--- config.mk ---
export PLATFORM = sky130hd
export DESIGN_NAME = pl_reset_requester
export DESIGN_NICKNAME = d
export VERILOG_FILES = /design/src/rtl/pl_reset_requester.sv
export SDC_FILE = /design/constraint.sdc
export NUM_CORES = 1
export LEC_CHECK = 0
export ABC_AREA = 1
export ABC_CLOCK_PERIOD_IN_PS = 4950
export CORE_ASPECT_RATIO = 1.2
export CORE_UTILIZATION = 55
export CTS_BUF_LIST = sky130_fd_sc_hd__clkbuf_4 sky130_fd_sc_hd__clkbuf_8 sky130_fd_sc_hd__clkbuf_16
export DETAILED_ROUTE_END_ITERATION = 8
export GPL_TIMING_DRIVEN = 0
export PLACE_DENSITY_LB_ADDON = 0.05
export SYNTH_ARGS = -nofsm -noshare
export SYNTH_HDL_FRONTEND = slang
export SYNTH_SLANG_ARGS = --single-unit
--- constraint.sdc ---
create_clock -name slowest_sync_clk -period 4.95 [get_ports slowest_sync_clk]
set_input_delay 0.99 -clock slowest_sync_clk [delete_from_list [all_inputs] [get_ports slowest_sync_clk]]
set_output_delay 0.99 -clock slowest_sync_clk [all_outputs]
set_load 0.03 [all_outputs]
--- src/rtl/pl_reset_requester.sv ---
`default_nettype none
// ============================================================================
//  Module   : pl_reset_requester
//  Brief    : Issues a timed active-low reset request (aux_reset_in) to a
//             reset core and supervises the core's peripheral_aresetn
//             response: it waits for the reset to assert, then to release,
//             and reports completion or a timeout.
//  Options  : define PL_RESET_REQ_COUNT_EN to add the 8-bit saturating
//             reset_count output (completed sequences).
//  Revision : 1.0 - initial release
// ============================================================================
module pl_reset_requester #(
   parameter int HOLD_CYCLES    = 16,   // 1..65535
   parameter int TIMEOUT_CYCLES = 1024  // 2..65535
) (
   input  logic       slowest_sync_clk,
   input  logic       ext_reset_in,
   input  logic       req,
   input  logic       peripheral_aresetn,
   output logic       aux_reset_in,
   output logic       busy,
   output logic       done,
   output logic       timeout_err
`ifdef PL_RESET_REQ_COUNT_EN
   ,
   output logic [7:0] reset_count
`endif
);

   localparam logic [2:0] c_ST_IDLE      = 3'd0;
   localparam logic [2:0] c_ST_ASSERT    = 3'd1;
   localparam logic [2:0] c_ST_WAIT_LOW  = 3'd2;
   localparam logic [2:0] c_ST_WAIT_HIGH = 3'd3;
   localparam logic [2:0] c_ST_DONE      = 3'd4;

   // Hold counter counts down from HOLD_CYCLES-1 so ASSERT lasts HOLD_CYCLES.
   localparam logic [15:0] c_HOLD_LOAD = 16'(HOLD_CYCLES - 1);
   localparam logic [15:0] c_TMO_LIMIT = 16'(TIMEOUT_CYCLES);

   logic [2:0]  state_q, state_d;
   logic [15:0] hold_q,  hold_d;
   logic [15:0] tmo_q,   tmo_d;
   logic        aux_q,   aux_d;
   logic        err_q,   err_d;

   // Timeout fires in the wait cycle whose increment would reach the limit,
   // so exactly TIMEOUT_CYCLES cycles are spent across WAIT_LOW/WAIT_HIGH.
   logic [15:0] w_tmo_inc;
   logic        w_tmo_expired;
   assign w_tmo_inc     = tmo_q + 16'd1;
   assign w_tmo_expired = (w_tmo_inc == c_TMO_LIMIT);

   // State and datapath registers with synchronous active-low reset
   always_ff @(posedge slowest_sync_clk) begin
      if (!ext_reset_in) begin
         state_q <= c_ST_IDLE;
         hold_q  <= 16'd0;
         tmo_q   <= 16'd0;
         aux_q   <= 1'b1;
         err_q   <= 1'b0;
      end else begin
         state_q <= state_d;
         hold_q  <= hold_d;
         tmo_q   <= tmo_d;
         aux_q   <= aux_d;
         err_q   <= err_d;
      end
   end

   // Next-state and next-register-value logic
   always_comb begin
      state_d = state_q;
      hold_d  = hold_q;
      tmo_d   = tmo_q;
      aux_d   = aux_q;
      err_d   = err_q;
      case (state_q)
         c_ST_IDLE: begin
            if (req) begin
               state_d = c_ST_ASSERT;
               hold_d  = c_HOLD_LOAD;
               aux_d   = 1'b0;
               err_d   = 1'b0;
            end
         end
         c_ST_ASSERT: begin
            if (hold_q == 16'd0) begin
               state_d = c_ST_WAIT_LOW;
               aux_d   = 1'b1;
               tmo_d   = 16'd0;
            end else begin
               hold_d = hold_q - 16'd1;
            end
         end
         c_ST_WAIT_LOW: begin
            if (w_tmo_expired) begin
               state_d = c_ST_IDLE;
               err_d   = 1'b1;
            end else begin
               tmo_d = w_tmo_inc;
               if (!peripheral_aresetn) begin
                  state_d = c_ST_WAIT_HIGH;
               end
            end
         end
         c_ST_WAIT_HIGH: begin
            if (w_tmo_expired) begin
               state_d = c_ST_IDLE;
               err_d   = 1'b1;
            end else begin
               tmo_d = w_tmo_inc;
               if (peripheral_aresetn) begin
                  state_d = c_ST_DONE;
               end
            end
         end
         c_ST_DONE: begin
            state_d = c_ST_IDLE;
         end
         default: begin
            state_d = c_ST_IDLE;
            aux_d   = 1'b1;
         end
      endcase
   end

   // Outputs decoded from the registered state; aux comes straight off a flop
   always_comb begin
      aux_reset_in = aux_q;
      timeout_err  = err_q;
      busy         = (state_q != c_ST_IDLE);
      done         = (state_q == c_ST_DONE);
   end

`ifdef PL_RESET_REQ_COUNT_EN
   logic [7:0] count_q;

   // Saturating count of completed sequences, bumped on each DONE cycle
   always_ff @(posedge slowest_sync_clk) begin
      if (!ext_reset_in) begin
         count_q <= 8'd0;
      end else if ((state_q == c_ST_DONE) && (count_q != 8'hFF)) begin
         count_q <= count_q + 8'd1;
      end
   end

   assign reset_count = count_q;
`endif

endmodule
`default_nettype wire

==> flow_metrics.py, run 1 <==
metrics = {
    "sta": {
        "fin_skew_ns": 0.00781,
        "grt_setup_unrepaired": "false",
        "slew_headroom_pct": 49.7,
        "period_share_pct": 53.6,
        "fin_tns_setup_ns": 0,
        "setup_viol": 0,
        "period_minus_slack_ns": 2.65,
        "drv_slew": 0,
        "max_freq_mhz": 377,
        "timing.hold.ws_ns": 0.465,
        "hold_violations": 0,
        "worstMarginPinSlew_ns": 0.754,
    },
    "place": {
        "portBuffers": 7,
        "placed_area_sq_um": 2520,
        "dp_hpwl_microns": 3880,
        "gp_congestion": 0.900,
    },
    "synth": {
        "post-synth-top-count-cell": "nand2_1",
        "synth-edff-count": 0,
        "yosysTopAreaCell": "dfxtp_1",
        "synth_seq_area_share_pct": 31.1,
        "syn_area_per_cell_sq_um": 6.42,
        "synth_top_area_share_pct": 31.1,
        "synthCells": 371,
        "ys_types": 30,
        "ys.flop_type": "dfxtp_1",
        "synth_area_sq_um": 2380,
        "ys_warn_count": 0,
        "ys_async_sr_fraction_pct": 0,
        "synth.top_cells.by_count": "nand2_1, nor2_1, inv_1",
        "synthesis.nets": 377,
        "synth_area_leaders": "dfxtp_1, nand2_1, nor2_1",
        "ys_ff_latch": 37,
    },
    "layout": {
        "num-fill-cells": 394,
        "fin_nets": 391,
        "fin_util_pct": 64.7,
        "antennaDiodeCount": 0,
        "multi_input_area_sq_um": 1430,
        "syn2layout_area_growth_pct": 9.56,
        "stdcell_area_sq_um": 2610,
        "layout-drive-gt1-share_pct": 14.5,
        "ff_latch_area_sq_um": 741,
    },
    "die": {
        "initial_core_util_pct": 59.0,
        "dieArea_sq_um": 4600,
        "die_w_microns": 62.1,
        "core.rowCount": 25,
        "coreArea_sq_um": 4040,
        "pin_count": 8,
        "dieHeight_microns": 74.1,
    },
    "global_route": {
        "grt_util_all_layers_pct": 25.4,
        "grt_pass1_vias": 2114,
        "globalRouteOverflowTotal": 0,
        "grt_pass1_wl_microns": 8670,
        "grt_max_degree": 11,
        "antenna_found_initial": 0,
    },
    "clocking": {
        "ctsHtreeMaxLevel": 2,
        "cts_resized": 0,
        "clk_pin_slew_ns": 0.07,
        "cts_tree": "yes",
        "clk_latency_ns": 0.30,
        "clockRootBuffer": "clkbuf_8",
        "clock_path_buffers": 2,
        "clock-sinks": 37,
        "cts_hold_buf": 0,
        "numCtsBuffers": 5,
        "postCtsSetupRepairBufs": 0,
    },
    "outcome": {
        "status": "finished clean",
    },
    "routing": {
        "drt_wl_total_microns": 5090,
        "drc": 0,
        "drtAntennaViolNets": 0,
        "drt-initial-drc-count": 110,
        "via_per_inst": 5.13,
        "wl_per_cell_microns": 11.6,
        "drt_first_pass_iters": 4,
        "via_count": 2253,
    },
    "setup_path": {
        "cp.required_ns": 3.96,
        "path_max_fanout": 5,
        "reg2reg_depth": 13,
        "start_kind": "flip-flop",
        "critPathCaptureType": "primary output",
        "worstSetupPathType": "flip-flop to primary output",
        "worstPathArrival_ns": 1.66,
    },
    "power": {
        "vdd_drop_max_mv": 0.337,
        "power_uw": 1280,
        "p_leak_uw": 0.00110,
        "power.density_nw_per_um2": 489,
    },
    "job": {
        "cap_viol_max_count": 0,
    },
    "min_path": {
        "min_path_cells": 1,
        "hp-class": "flip-flop to flip-flop",
    },
}
critical path, cell delays in order, from the launching register on:
cell,delay (ns)
dfxtp_1,0.35
nor2_1,0.07
inv_1,0.07
nor2_1,0.04
inv_1,0.15
clkdlybuf4s50_1,0.70
logic make-up after synthesis:
group	count (synthesis)	synth area share, %
compound gates	43	11.4
flops	37	31.1
simple gates	235	46.8
fa+ha+maj	2	1.05
buf+inv	52	8.88
xor+xnor	2	0.736
layout make-up:
class                           count  share of cell area, %
Multi-Input combinational cell    282                   54.8
Inverter                           48                   6.91
Buffer                              4                   1.20
Clock buffer                        7                   3.45
Timing Repair Buffer                7                   2.69
Sequential cell                    37                   28.4
Tap cell                           54                   2.59
path summary, 6_finish.rpt:
kind	slack, ns	to	start
worst min register to register	0.47	hold_q[0]$_SDFFE_PN0P_	hold_q[0]$_SDFFE_PN0P_
worst max register to register	2.72	hold_q[9]$_SDFFE_PN0P_	hold_q[0]$_SDFFE_PN0P_
worst max-delay path	2.30	busy	state_q[1]$_SDFFE_PN0P_
worst min-delay path	0.47	hold_q[0]$_SDFFE_PN0P_	hold_q[0]$_SDFFE_PN0P_
per-stage QoR:
stage | instances | setup WS, ns
after floorplan | 371 | 3.00
after global placement | 432 | 2.31
after detailed placement | 432 | 2.31
after CTS | 439 | 2.29
after global routing | 439 | 2.19
final | 439 | 2.30
flip-flops by register name, summed over array words and instances (netlist names):
register,cells
aux_reset_in,1
tmo_q,16
state_q,3
timeout_err,1
hold_q,16
where the power goes:
part	leakage, uW	total, uW	internal [uW]	switching, uW
clock	0.0000477	224	116	108
sequential	0.000301	413	362	50.2
combinational	0.000754	638	221	418
total	0.00110	1280	699	576
cell usage in the layout, fill, tap and decap left out, types with 2 or more instances in the layout:
cell type and count:
clkbuf_1 3, dfxtp_1 37, nand4_1 10, nand2_2 18, xor2_1 2, clkbuf_8 6, a31oi_1 2, nor2_4 5
nand3_1 16, a21oi_1 14, o21ai_0 12, nand3b_1 5, nor3_1 9, a21oi_2 11, inv_1 46, nor4_1 3
ha_1 2, nand3_2 3, nor2_1 48, nand2_1 109, clkdlybuf4s50_1 7, nor2_2 6
routing by layer:
metal | vias up | GRT usage (%) | wire, microns
li1 | 1213 | - | -
met1 | 1006 | 29.2 | 2390
met2 | 29 | 44.9 | 2520
met3 | 5 | 5.39 | 108
met4 | 0 | 9.38 | 72
met5 | - | 0 | 0
(Power assumes the default switching activity.)
==> inputs of run 2 (changes only) <==
- ABC_CLOCK_PERIOD_IN_PS: 4950 -> 2200
- clock period: 4.95 -> 2.2 ns (I/O delays scaled with it)
==> run 2 against run 1 <==
Effect of this change:
- first-iteration DRC count shrank 15%
- critical path depth shrank 1
- global-route usage is the same
- clock skew is essentially flat
- critical endpoint is now done
==> flow_metrics.py, run 2 (synthesis gave the netlist of run 1 again) <==
metrics = {
    "layout": {
        "final_cell_mix": "nand2_1, nor2_1, inv_1",
        "fin_nets": 395,
        "top_regs": "hold_q x16, tmo_q x16, state_q x3",
        "antennaDiodeCount": 0,
        "final_cells": 443,
        "final_common_cell": "nand2_1",
        "num-fill-cells": 379,
        "syn2layout_area_growth_pct": 14.1,
        "layout-drive-gt1-share_pct": 18.8,
    },
    "power": {
        "power_uw": 3050,
        "clock_power_share_pct": 16.5,
        "vdd_drop_max_mv": 0.767,
        "power_frac_seq_pct": 30.7,
        "swShare_pct": 45.7,
        "p_leak_uw": 0.00114,
        "comb_power_share_pct": 52.8,
        "p_int_uw": 1660,
        "netSwitchingPower_uw": 1390,
        "power.density_nw_per_um2": 1120,
    },
    "routing": {
        "drc": 0,
        "via_per_inst": 5.14,
        "drt-initial-drc-count": 94,
        "drt_wl_total_microns": 5220,
        "wl_per_cell_microns": 11.8,
        "drt_first_pass_iters": 4,
        "via_count": 2279,
        "drtAntennaViolNets": 0,
    },
    "clocking": {
        "cts_tree": "yes",
        "clk_pin_slew_ns": 0.07,
        "clockRootBuffer": "clkbuf_8",
        "numCtsBuffers": 5,
        "clk_latency_ns": 0.29,
        "clock-sinks": 37,
        "cts_hold_buf": 0,
        "clock_path_buffers": 2,
        "ctsHtreeMaxLevel": 2,
    },
    "min_path": {
        "min_path_cells": 1,
        "hp-class": "flip-flop to flip-flop",
        "hold_start": "hold_q[0]$_SDFFE_PN0P_",
    },
    "global_route": {
        "globalRouteOverflowTotal": 0,
        "grt_max_degree": 11,
        "antenna_found_initial": 0,
        "grt_pass1_vias": 2115,
        "grt_util_all_layers_pct": 25.4,
        "grt_pass1_wl_microns": 8670,
    },
    "place": {
        "gp_congestion": 0.900,
        "dp_cells": 432,
        "portBuffers": 7,
        "dp_hpwl_microns": 3880,
        "preCtsSetupSlack_ns": -0.00662,
    },
    "setup_path": {
        "r2r-start": "tmo_q[5]$_SDFFE_PN0P_",
        "worstSetupPathType": "flip-flop to primary output",
        "worstPathArrival_ns": 1.64,
        "path_max_fanout": 3,
        "start_kind": "flip-flop",
        "reg2reg_depth": 11,
        "critPathCaptureType": "primary output",
        "cp.required_ns": 1.76,
        "worstSetupStartpoint": "state_q[0]$_SDFFE_PN0P_",
    },
    "die": {
        "initial_core_util_pct": 59.0,
        "dieHeight_microns": 74.1,
        "die_w_microns": 62.1,
        "coreArea_sq_um": 4040,
        "dieArea_sq_um": 4600,
        "pin_count": 8,
        "core.rowCount": 25,
    },
    "job": {
        "cap_viol_max_count": 0,
    },
    "sta": {
        "fin_ws_ns": 0.118,
        "hold_violations": 0,
        "slew_headroom_pct": 49.7,
        "max_freq_mhz": 480,
        "worstMarginPinSlew_ns": 0.754,
        "fin_skew_ns": 0.00769,
        "drv_slew": 0,
        "setup_viol": 0,
        "period_share_pct": 94.7,
        "period_minus_slack_ns": 2.08,
    },
    "outcome": {
        "status": "finished clean",
    },
}
[run 2: layout make-up]
type / count / area (sq um) / share of cell area (%)
plain buffers: 4 / 31.3 / 1.15
clock buffers: 7 / 90.1 / 3.31
inverters: 48 / 180 / 6.63
multi-input cells: 282 / 1500 / 55.2
flip-flops and latches: 37 / 744 / 27.4
well taps: 54 / 67.6 / 2.49
repair buffers: 11 / 103 / 3.78
[run 2: critical path: stages, from the launching register on]
cell and delay, ns:
dfxtp_1 0.32, nor2_1 0.16, inv_1 0.07, nor2_1 0.12, clkdlybuf4s50_1 0.68
[run 2: repair_timing]
| action | CTS | global route |
|---|---|---|
| endpoints found under the hold margin | 0 | 0 |
| gates resized for setup | 1 | 20 |
| pin swaps | 0 | 4 |
| gates cloned | 0 | 0 |
| endpoints found under the setup margin | 1 | 27 |
| buffers inserted | 0 | 4 |
[run 2: path summary, 6_finish.rpt]
path / slack [ns] / to
setup / recovery: 0.12 / done
setup reg to reg: 0.14 / tmo_q[3]$_SDFFE_PN0P_
hold reg to reg: 0.47 / hold_q[0]$_SDFFE_PN0P_
hold / removal: 0.47 / hold_q[0]$_SDFFE_PN0P_
[run 2: per-layer routing]
| metal | up-vias | GRT usage [%] | wire, microns |
|---|---|---|---|
| li1 | 1224 | - | - |
| met1 | 1026 | 29.1 | 2340 |
| met4 | 0 | 9.88 | 74 |
| met2 | 24 | 44.7 | 2690 |
| met3 | 5 | 5.57 | 121 |
| met5 | - | 0 | 0 |
[run 2: metrics by stage]
stage | cell area, sq um | utilization (%) | setup TNS [ns] | hold slack (ns)
2_1_floorplan | 2380 | - | 0 | 0.422
3_3_place_gp | 2520 | 62.4 | 0 | 0.440
3_5_place_dp | 2520 | 62.4 | -0.00662 | 0.454
4_1_cts | 2620 | 64.8 | 0 | 0.466
5_1_grt | 2720 | 67.3 | -0.00466 | 0.480
6_report | 2720 | 67.3 | 0 | 0.465
[run 2: power groups by stage]
stage | Clock (uW) | Combinational [uW] | Sequential [uW]
5_1_grt | 539 | 1810 | 955
6_report | 503 | 1610 | 935
3_5_place_dp | 0 | 1430 | 940
3_3_place_gp | 0 | 1410 | 935
2_1_floorplan | 0 | 1130 | 930
4_1_cts | 509 | 1460 | 927
